===== config.mk =====
export PLATFORM = sky130hd
export DESIGN_NAME = mem_stage
export DESIGN_NICKNAME = d
export VERILOG_FILES = /design/src/rtl/mem_pkg.sv /design/src/rtl/mem_watchdog.sv /design/src/rtl/mem_stage.sv
export SDC_FILE = /design/constraint.sdc
export NUM_CORES = 1
export LEC_CHECK = 0
export ABC_AREA = 0
export CAP_MARGIN = 10
export CORE_AREA = 2 2 141 143
export CTS_BUF_LIST = sky130_fd_sc_hd__clkbuf_8
export DETAILED_ROUTE_END_ITERATION = 7
export DIE_AREA = 0 0 143 145
export GPL_ROUTABILITY_DRIVEN = 1
export GPL_TIMING_DRIVEN = 0
export PLACE_DENSITY_LB_ADDON = 0.08
export RECOVER_POWER = 25
export SYNTH_ARGS = -nofsm -noshare
export SYNTH_HDL_FRONTEND = slang
export SYNTH_HIERARCHICAL = 1
export SYNTH_SLANG_ARGS = --single-unit

===== constraint.sdc =====
create_clock -name clk -period 2.7 [get_ports clk]
set_clock_uncertainty 0.2 [all_clocks]
set_input_delay 0.81 -clock clk [delete_from_list [all_inputs] [get_ports clk]]
set_output_delay 0.81 -clock clk [all_outputs]
set_load 0.02 [all_outputs]

===== src/rtl/mem_pkg.sv =====
// Shared types and constants for the memory stage and its watchdog.
// Latency: n/a (types only).
// Backpressure: n/a (types only).
package mem_pkg;

  // Memory-stage FSM: IDLE accepts work, BUSY waits on the data memory
  typedef enum logic {
    IDLE = 1'b0,
    BUSY = 1'b1
  } mem_state_t;

  // Default number of BUSY cycles before an unacknowledged access is aborted
  localparam int TIMEOUT_CYCLES_DEF = 16;

  typedef logic [31:0] word_t;
  typedef logic [3:0]  reg_idx_t;

endpackage


===== src/rtl/mem_watchdog.sv =====
// Counts consecutive BUSY cycles and flags when an access has waited too long.
// Latency: expired is combinational from the count; it rises in the TIMEOUT_CYCLES-th run cycle.
// Backpressure: none; the count holds once expired until clear.
module mem_watchdog
  import mem_pkg::*;
#(
  parameter int TIMEOUT_CYCLES = TIMEOUT_CYCLES_DEF
) (
  input  logic clk,
  input  logic rst,
  input  logic run,
  input  logic clear,
  output logic expired
);

  localparam int CW = $clog2(TIMEOUT_CYCLES) + 1;

  logic [CW-1:0] cnt;

  // cnt holds the number of run cycles already completed
  assign expired = run && (cnt == CW'(TIMEOUT_CYCLES - 1));

  // Count run cycles; restart whenever the owner leaves the waiting state
  always_ff @(posedge clk) begin
    if (rst || clear) begin
      cnt <= '0;
    end else if (run && !expired) begin
      cnt <= cnt + 1'b1;
    end
  end

endmodule


===== src/rtl/mem_stage.sv =====
// Pipeline MEM stage: issues one data-memory access at a time, forwards ALU results. Optional MEM_TIMEOUT_EN adds an access watchdog.
// Latency: non-memory ops 1 cycle; memory ops 2 cycles minimum (accept cycle + ack cycle), then wb_valid.
// Backpressure: stall is raised combinationally in the accept cycle and throughout BUSY; upstream holds EX outputs.
module mem_stage
  import mem_pkg::*;
#(
  parameter int TIMEOUT_CYCLES = TIMEOUT_CYCLES_DEF
) (
  input  logic        clk,
  input  logic        rst,
  input  logic        ex_valid,
  input  logic        ex_mem_rd,
  input  logic        ex_mem_wr,
  input  logic [31:0] mem_addr,
  input  logic [31:0] mem_data,
  input  logic [31:0] alu_out,
  input  logic [3:0]  reg_dest_in,
  output logic        dmem_req,
  output logic        dmem_we,
  output logic [31:0] dmem_addr,
  output logic [31:0] dmem_wdata,
  input  logic        dmem_ack,
  input  logic [31:0] dmem_rdata,
  output logic        wb_valid,
  output logic [31:0] wb_data,
  output logic [3:0]  wb_reg_dest,
  output logic        stall,
  output logic        err
);

  mem_state_t state, state_nxt;
  reg_idx_t   dest_q;

  logic is_mem;
  logic aligned;
  logic accept;
  logic illegal;
  logic fwd;
  logic done;
  logic timeout;
  logic abort;

  // Decode the EX request; only IDLE looks at EX, BUSY ignores the held inputs
  always_comb begin
    is_mem  = ex_mem_rd ^ ex_mem_wr;
    aligned = (mem_addr[1:0] == 2'b00);
    accept  = (state == IDLE) && ex_valid && is_mem && aligned;
    illegal = (state == IDLE) && ex_valid &&
              ((ex_mem_rd && ex_mem_wr) || (is_mem && !aligned));
    fwd     = (state == IDLE) && ex_valid && !ex_mem_rd && !ex_mem_wr;
    done    = (state == BUSY) && dmem_ack;
    abort   = (state == BUSY) && timeout && !dmem_ack;
  end

`ifdef MEM_TIMEOUT_EN
  mem_watchdog #(
    .TIMEOUT_CYCLES (TIMEOUT_CYCLES)
  ) u_watchdog (
    .clk     (clk),
    .rst     (rst),
    .run     (state == BUSY),
    .clear   (state != BUSY),
    .expired (timeout)
  );
`else
  assign timeout = 1'b0;
`endif

  // Next-state and stall; an ack in the same cycle as expiry completes normally
  always_comb begin
    state_nxt = state;
    stall     = 1'b0;
    case (state)
      IDLE: begin
        if (accept) begin
          state_nxt = BUSY;
          stall     = 1'b1;
        end
      end
      BUSY: begin
        stall = 1'b1;
        if (done || abort) begin
          state_nxt = IDLE;
        end
      end
      default: state_nxt = IDLE;
    endcase
  end

  // State register
  always_ff @(posedge clk) begin
    if (rst) begin
      state <= IDLE;
    end else begin
      state <= state_nxt;
    end
  end

  // Request registers double as the latched access; they only change on accept
  always_ff @(posedge clk) begin
    if (rst) begin
      dmem_req   <= 1'b0;
      dmem_we    <= 1'b0;
      dmem_addr  <= '0;
      dmem_wdata <= '0;
      dest_q     <= '0;
    end else if (accept) begin
      dmem_req   <= 1'b1;
      dmem_we    <= ex_mem_wr;
      dmem_addr  <= {mem_addr[31:2], 2'b00};
      dmem_wdata <= mem_data;
      dest_q     <= reg_dest_in;
    end else if (done || abort) begin
      dmem_req   <= 1'b0;
    end
  end

  // Writeback and error pulses; a store writes back its own data
  always_ff @(posedge clk) begin
    if (rst) begin
      wb_valid    <= 1'b0;
      wb_data     <= '0;
      wb_reg_dest <= '0;
      err         <= 1'b0;
    end else begin
      wb_valid <= 1'b0;
      err      <= illegal || abort;
      if (fwd) begin
        wb_valid    <= 1'b1;
        wb_data     <= alu_out;
        wb_reg_dest <= reg_dest_in;
      end else if (done) begin
        wb_valid    <= 1'b1;
        wb_data     <= dmem_we ? dmem_wdata : dmem_rdata;
        wb_reg_dest <= dest_q;
      end
    end
  end

endmodule


==> summary by stage, run 1 <==
CTS
TritonCTS built the clock tree. Clock tree synthesis inserted a total of 9 buffers. The number of hold buffers added after CTS was 0.

No sink is reached through more buffers than the 2 on the longest clock path. The count of H-tree levels built during CTS is 3. Clock-pin slew was measured on the worst setup and hold paths at 0.10 ns. The clock reaches the later pin of the worst-skew pair after 0.37 ns. The total clock sinks is 107. CTS placed an instance of sky130_fd_sc_hd__clkbuf_8 at the clock tree root.

Synthesis
After synthesis, the mean cell area works out to 8.33 um2. The synthesized design contains 107 register bits. Yosys attributes the largest share of cell area to sky130_fd_sc_hd__dfxtp_1 45%, sky130_fd_sc_hd__a21oi_1 14%, sky130_fd_sc_hd__nand3_1 7.1%.

The synthesized cell area is 4750 um2. The cell count after synthesis came out at 570. The share of Yosys cell area claimed by the top area cell type is 0.451. The cell type with the highest aggregate area in the netlist is sky130_fd_sc_hd__dfxtp_1.

For this run, the register share of the synthesized area comes to 0.451. The number of synthesis warnings is 6. In this run, distinct cell masters in the synthesized netlist total 25.

Hold path
The min-delay analysis places its worst path in the category register to register.

Cells and area
The library cell used most frequently in the layout, excluding fill and tap cells, is sky130_fd_sc_hd__clkdlybuf4s50_1. Leaving out fill and tap cells, the most frequent cells in the layout are 232 x sky130_fd_sc_hd__clkdlybuf4s50_1, 134 x sky130_fd_sc_hd__a21oi_1, 106 x sky130_fd_sc_hd__dfxtp_1. The final design instance area without fill is 7700 um2.

The layout overhead on the synthesized area is 62.1%. The count of cells in the finished layout, fillers not included, comes to 1092. The footprint of the flip-flops and latches is 2140 um2. Summing all multi-input logic gate instances after layout gives 2310 um2. In the final design database the tool counted 962 nets. In the final layout, the share of cells above drive strength 1 is 0.0653.

The final-layout fill cell count is 1939. The number of diodes is 0. Once layout is complete, the utilization of the core stands at 0.401.

Route
The vias per cell is 4.76. For this block, the initial DRC count from the detailed router was 168. The number of nets still failing antenna checks after routing is 0. Dividing the detail-routed wire length by the instance count gives 17.7 um.

The number of DRC violations after detailed routing is 0. The count of TritonRoute iterations in the first routing pass is 4. The total via count in the routed design is 5197. The final layout contains routed wiring with a total length of 19.3 mm.

STA
The worst path needs 2.68 ns of the cycle, external delays included. The final hold slack is 0.276 ns. The achievable clock frequency is 373 MHz.

The transition time of the tightest slew-check pin is 0.715 ns. The number of pins with negative max-slew slack in the final report is 0. The relative max-transition margin is 0.524. The final-report setup violation count is 0. Setup repair after global routing could not meet its margin everywhere.

Of the available clock period, the critical path in the final layout requires 0.993. The final hold violation count is 0.

Floorplan
For this configuration, the core starts out at a cell density of 0.247. The floorplan has 51 rows. The top-level port count is 243. The floorplan die area is 20700 um2.

The die is 143 um wide. The die boundary height is 145 um. After floorplanning, the core was sized to cover 19200 um2.

Worst setup path
STA puts the critical path data required time at 1.69 ns. In this run the worst path has a maximum fanout of 3. The type of element launching the critical path is a primary input. At the worst endpoint, the arrival time is 1.67 ns. The type of the worst setup path is primary input to output port. The worst setup path is captured at an output port.

Power
Power comes to 3.31 mW. The leakage power is 2.48 nW. The total power density per cell area is 430 nW/um2. The maximum resistive drop on vdd is 0.197 mV.

Global route
Entering global routing, the biggest net connects 17 pins. The first global-routing pass estimated 29.4 mm of wire. The overall fraction of global-route tracks in use is 0.182. The initial antenna violation count is 0. The total overflow left after global routing is 0. The via count of the first global-routing pass is 5313.

Job
The reported max-cap violation count is 0.

Placed design
The congestion estimate from routability-driven global placement came to 0.744. Including well taps, the total number of placed cells is 1074. The count of buffers inserted at the top-level ports is 238. The HPWL after detailed placement is 14.5 mm.

The placed instances occupy a cell area of 7470 um2.

Run status
The run finished with clean final reports.
## power breakdown
part           switching, mW  internal [mW]  total (mW)
clock network          0.575          0.352       0.926
logic                  0.353          0.369       0.722
registers             0.0321           1.63        1.66
## critical path, cell delays in order
cell                        delay [ns]
sky130_fd_sc_hd__buf_2            0.13
sky130_fd_sc_hd__ha_4             0.26
sky130_fd_sc_hd__buf_6            0.10
sky130_fd_sc_hd__clkbuf_16        0.12
sky130_fd_sc_hd__nand2_4          0.04
sky130_fd_sc_hd__nand2b_1         0.08
sky130_fd_sc_hd__buf_6            0.13
## worst paths after layout
check | start | depth (start not counted) | slack, ns | endpoint
max reg2reg | state | 5 | 0.43 | wb_data[13]
min reg2reg | dmem_req | 2 | 0.28 | dmem_req
max | ex_mem_rd | 7 | 0.02 | stall
min | dmem_req | 2 | 0.28 | dmem_req
## routing by layer
metal,vias to the layer above,track usage,wire [um]
li1,2551,-,-
met1,2436,0.233,8740
met2,184,0.295,8780
met3,26,0.0492,1460
met4,0,0.0609,356
met5,-,0,0
## final cells by class
class,instances,area share
repair buffers,242,0.311
multi-input cells,396,0.300
flip-flops and latches,107,0.278
plain buffers,66,0.0453
well taps,265,0.0431
clock buffers,10,0.0179
clock inverters,5,0.00406
inverters,1,0.000487
## flip-flops by register name, summed over array words and instances, names as in the netlist, 4 cells and up
| name | cells |
|---|---|
| dest_q | 4 |
| dmem_addr | 30 |
| dmem_wdata | 32 |
| wb_data | 32 |
| wb_reg_dest | 4 |
## Yosys cell counts
cell type and number:
sky130_fd_sc_hd__a211o_1 32, sky130_fd_sc_hd__a21oi_1 134, sky130_fd_sc_hd__a311oi_2 4, sky130_fd_sc_hd__and2_1 1, sky130_fd_sc_hd__buf_1 7, sky130_fd_sc_hd__buf_2 18, sky130_fd_sc_hd__buf_4 5, sky130_fd_sc_hd__buf_6 4
sky130_fd_sc_hd__clkbuf_1 33, sky130_fd_sc_hd__conb_1 1, sky130_fd_sc_hd__dfxtp_1 107, sky130_fd_sc_hd__ha_1 1, sky130_fd_sc_hd__inv_2 1, sky130_fd_sc_hd__mux2i_1 32, sky130_fd_sc_hd__nand2_1 43, sky130_fd_sc_hd__nand2b_1 2
sky130_fd_sc_hd__nand3_1 67, sky130_fd_sc_hd__nor2_1 5, sky130_fd_sc_hd__nor4b_1 2, sky130_fd_sc_hd__nor4b_2 1, sky130_fd_sc_hd__o21a_1 1, sky130_fd_sc_hd__o21ai_0 37, sky130_fd_sc_hd__o21ai_1 30, sky130_fd_sc_hd__or4b_1 1
sky130_fd_sc_hd__or4b_4 1
## metrics by stage
step	setup slack (ns)	setup TNS, ns
floorplan	0.0129	0
detailed placement	-1.52	-32.44
global placement	-1.49	-27.29
CTS	0.0216	0
global route	-0.0268	-0.0268
finish	0.0191	0
## logic make-up (layout without fill, tap and decap cells)
group                      count (synthesis)  count (layout)  synth area share
AOI/OAI and AO/OA                        238             238             0.285
adders and majority gates                  1               1           0.00263
buffers and inverters                     68             324            0.0688
DFF                                      107             107             0.451
muxes                                     32              32            0.0674
other                                      1               2          0.000790
and+or+nand+nor                          123             123             0.124
## repair_timing
| action | CTS | global route |
|---|---|---|
| endpoints found under the setup margin | 31 | 10 |
| cloned | 0 | 0 |
| pin swaps | 2 | 0 |
| gates resized for setup | 42 | 1 |
| buffers inserted | 4 | 0 |
No activity file was read; power rests on OpenSTA's default activity.
==> run 2, diff against run 1 <==
--- a/config.mk
+++ b/config.mk
@@ -12,7 +12,7 @@
 export DETAILED_ROUTE_END_ITERATION = 7
 export DIE_AREA = 0 0 143 145
 export GPL_ROUTABILITY_DRIVEN = 1
-export GPL_TIMING_DRIVEN = 0
+export HOLD_SLACK_MARGIN = 0.03
 export PLACE_DENSITY_LB_ADDON = 0.08
 export RECOVER_POWER = 25
 export SYNTH_ARGS = -nofsm -noshare
==> run 2 against run 1 <==
Total power up 9.4%. Via count down 3.0%. Hold slack got worse by 0.0097 ns. Global-route usage is 0.94 points lower. Largest cell class unchanged.
==> summary by stage, run 2 (same netlist as run 1, synthesis figures left out) <==
STA
Setup repair after global routing left no endpoint under its margin. The number of pins with negative max-slew slack in the final report was 0 (unchanged). The final hold slack was 0.266 ns (-0.00967 ns). The final-report setup violation count is 0 (unchanged). The achievable clock frequency is 377 MHz (+0.97%). The final hold violation count is 0 (unchanged). The transition time of the tightest slew-check pin is 0.762 ns (+0.0478 ns). The relative max-transition margin is 0.492 (-0.0319). The part of the cycle the worst path needs was 0.983 (-0.00950). The final critical path time including I/O delays and setup is 2.66 ns (-0.0257 ns).

Route
The routed length per placed instance is 17.4 um (-1.5%). The number of DRC markers in iteration 0 came to 222 (+32%). The vias per cell is 4.76 (about the same). The count of TritonRoute iterations in the first routing pass is 4 (unchanged). The final routed wirelength across all metal layers is 18.5 mm (-4.5%). The total via count in the routed design came to 5040 (-3.0%). The number of DRC violations after detailed routing is 0 (unchanged). The number of nets still failing antenna checks after routing is 0 (unchanged).

Job
The reported max-cap violation count is 0 (unchanged).

Hold path
The startpoint of the lowest-slack hold path is dmem_req. The hold path depth is 2 (unchanged). In this run the worst hold path is classified as register to register. The worst hold path terminates at dmem_req.

Worst setup path
The arrival time reported for the critical path endpoint is 1.65 ns (-0.02 ns). In this run the critical register-to-register path is captured at dmem_req. The minimum setup slack among reg-to-reg paths was 0.33 ns (-0.10 ns). The highest cell delay on the worst timing path came to 0.29 ns (+0.03 ns). On the critical path the largest part of the delay comes from buffers and inverters.

The required time of the critical path is 1.69 ns (about the same). The type of element launching the critical path is a primary input. The depth of the most critical reg-to-reg path is 13 (+8). The combined buffer and inverter count along the critical path was 2 (-2). The type of the worst setup path is primary input to output port. The worst setup path is captured at an output port. The critical path goes through dlygate4sd2_1, ha_4, nand2_2, nand2b_1, buf_6. The biggest fanout along the worst timing path is 2 (-1). The slowest library cell on the worst path is sky130_fd_sc_hd__ha_4.

The source of the worst register-to-register timing path is state.

Floorplan
The effective utilization at floorplan came to 0.247 (unchanged). The standard-cell row count is 51 (unchanged). The floorplan die area is 20700 um2 (unchanged). The core area is 19200 um2 (unchanged).

The die boundary height was 145 um (unchanged). The width of the chip is 143 um (unchanged). The top-level port count is 243 (unchanged).

CTS
The clock network latency to the later pin of the worst-skew pair is 0.37 ns (about the same). The worst-case clock buffer depth came to 2 (unchanged). The count of H-tree levels built during CTS is 3 (unchanged).

The total clock sinks is 107 (unchanged). TritonCTS built the clock tree. The TritonCTS buffer count is 9 (unchanged). The cell chosen for the clock root is sky130_fd_sc_hd__clkbuf_8. The clock transition at the registers of the reported paths was 0.10 ns (about the same).

Run status
The flow ran to the end, and the final reports show no timing, DRC or antenna violations.

Cells and area
In the layout the commonest cells are 219 x sky130_fd_sc_hd__clkdlybuf4s50_1, 134 x sky130_fd_sc_hd__a21oi_1, 105 x sky130_fd_sc_hd__dfxtp_1. The library cell used most frequently in the layout, excluding fill and tap cells, is sky130_fd_sc_hd__clkdlybuf4s50_1. The final-layout fill cell count is 1952 (+0.67%). The final net count is 927 (-3.6%). The layout overhead on the synthesized area is 63.1%.

The number of diodes is 0 (unchanged). The core utilization of the finished layout is 0.403 (+0.00228). In the final layout, the registers with the most flip-flops are dmem_wdata: 32 flops, wb_data: 32 flops, dmem_addr: 30 flops.

The fraction of layout cells with a size suffix above 1 is 0.0757 (+0.0104).

Global route
The pin count of the biggest net entering global routing is 70 (+53). The global-route wire length before repair is 28.4 mm (-3.3%). The remaining global-route overflow came to 0 (unchanged). The via count of the first global-routing pass came to 5016 (-5.6%). The overall fraction of global-route tracks in use is 0.173 (-0.00936). The initial antenna violation count was 0 (unchanged).

Power
The leakage power is 2.55 nW (+3.0%). The total power density per cell area is 467 nW/um2 (+8.8%). The maximum resistive drop on vdd is 0.200 mV (+1.4%).

Placed design
The HPWL after detailed placement was 12.4 mm (-15%). The final weighted congestion in routability-driven placement is 0.782 (+5.1%). The count of buffers inserted at the top-level ports came to 240 (+0.84%).
-- run 2: tightest hold or removal path: stages (launching register included) --
cell	delay [ns]
sky130_fd_sc_hd__dfxtp_1	0.32
sky130_fd_sc_hd__nand2_1	0.05
sky130_fd_sc_hd__a21oi_1	0.05
-- run 2: final cells by class --
class	count	area, um2	area share
repair buffers	273	2700	0.348
multi-input cells	396	2310	0.298
flip-flops and latches	107	2140	0.277
well taps	265	332	0.0428
clock inverters	7	133	0.0171
clock buffers	9	124	0.0160
inverters	1	3.75	0.000485
-- run 2: worst max-delay path by stage --
stage                 from  endpoint  slack (ns)  cells after the start
2_1_floorplan  mem_addr[1]     stall        0.01                      4
3_3_place_gp   mem_addr[1]     stall       -0.64                      5
3_5_place_dp   mem_addr[1]     stall       -0.68                      5
4_1_cts        mem_addr[0]     stall      0.0003                      5
5_1_grt        mem_addr[0]     stall        0.01                      5
6_report         ex_mem_wr     stall        0.04                      5
-- run 2: metal layers --
metal  part of all wire  vias to the layer above  track usage  routed length [um]
met5                  0                        -            0                   0
met3              0.076                       19       0.0488                1400
met2               0.45                      178        0.272                8340
met4              0.017                        0       0.0554                 312
li1                   -                     2481            -                   -
met1               0.46                     2362        0.227                8410
-- run 2: report_power, final --
| group | switching (mW) | internal [mW] | total, mW |
|---|---|---|---|
| combinational | 0.342 | 0.361 | 0.703 |
| sequential | 0.0303 | 1.63 | 1.66 |
| clock | 0.556 | 0.702 | 1.26 |
-- run 2: through the flow --
step	std cells	cell area (um2)	TNS (ns)	total power, mW	worst slack [ns]
after detailed placement	1033	7440	-32.44	2.40	-0.678
final	1058	7740	0	3.62	0.0447
after global routing	1058	7740	0	3.80	0.0127
after floorplan	571	4750	0	2.00	0.0129
after CTS	1058	7760	0	3.68	0.000274
after global placement	1033	7440	-29.52	2.39	-0.640
-- run 2: repair_timing --
action,4_1_cts,5_1_grt
pin swaps,2,2
setup endpoints to repair,55,53
gates cloned,0,0
hold buffers,0,0
buffers inserted,9,0
gates resized for setup,12,5
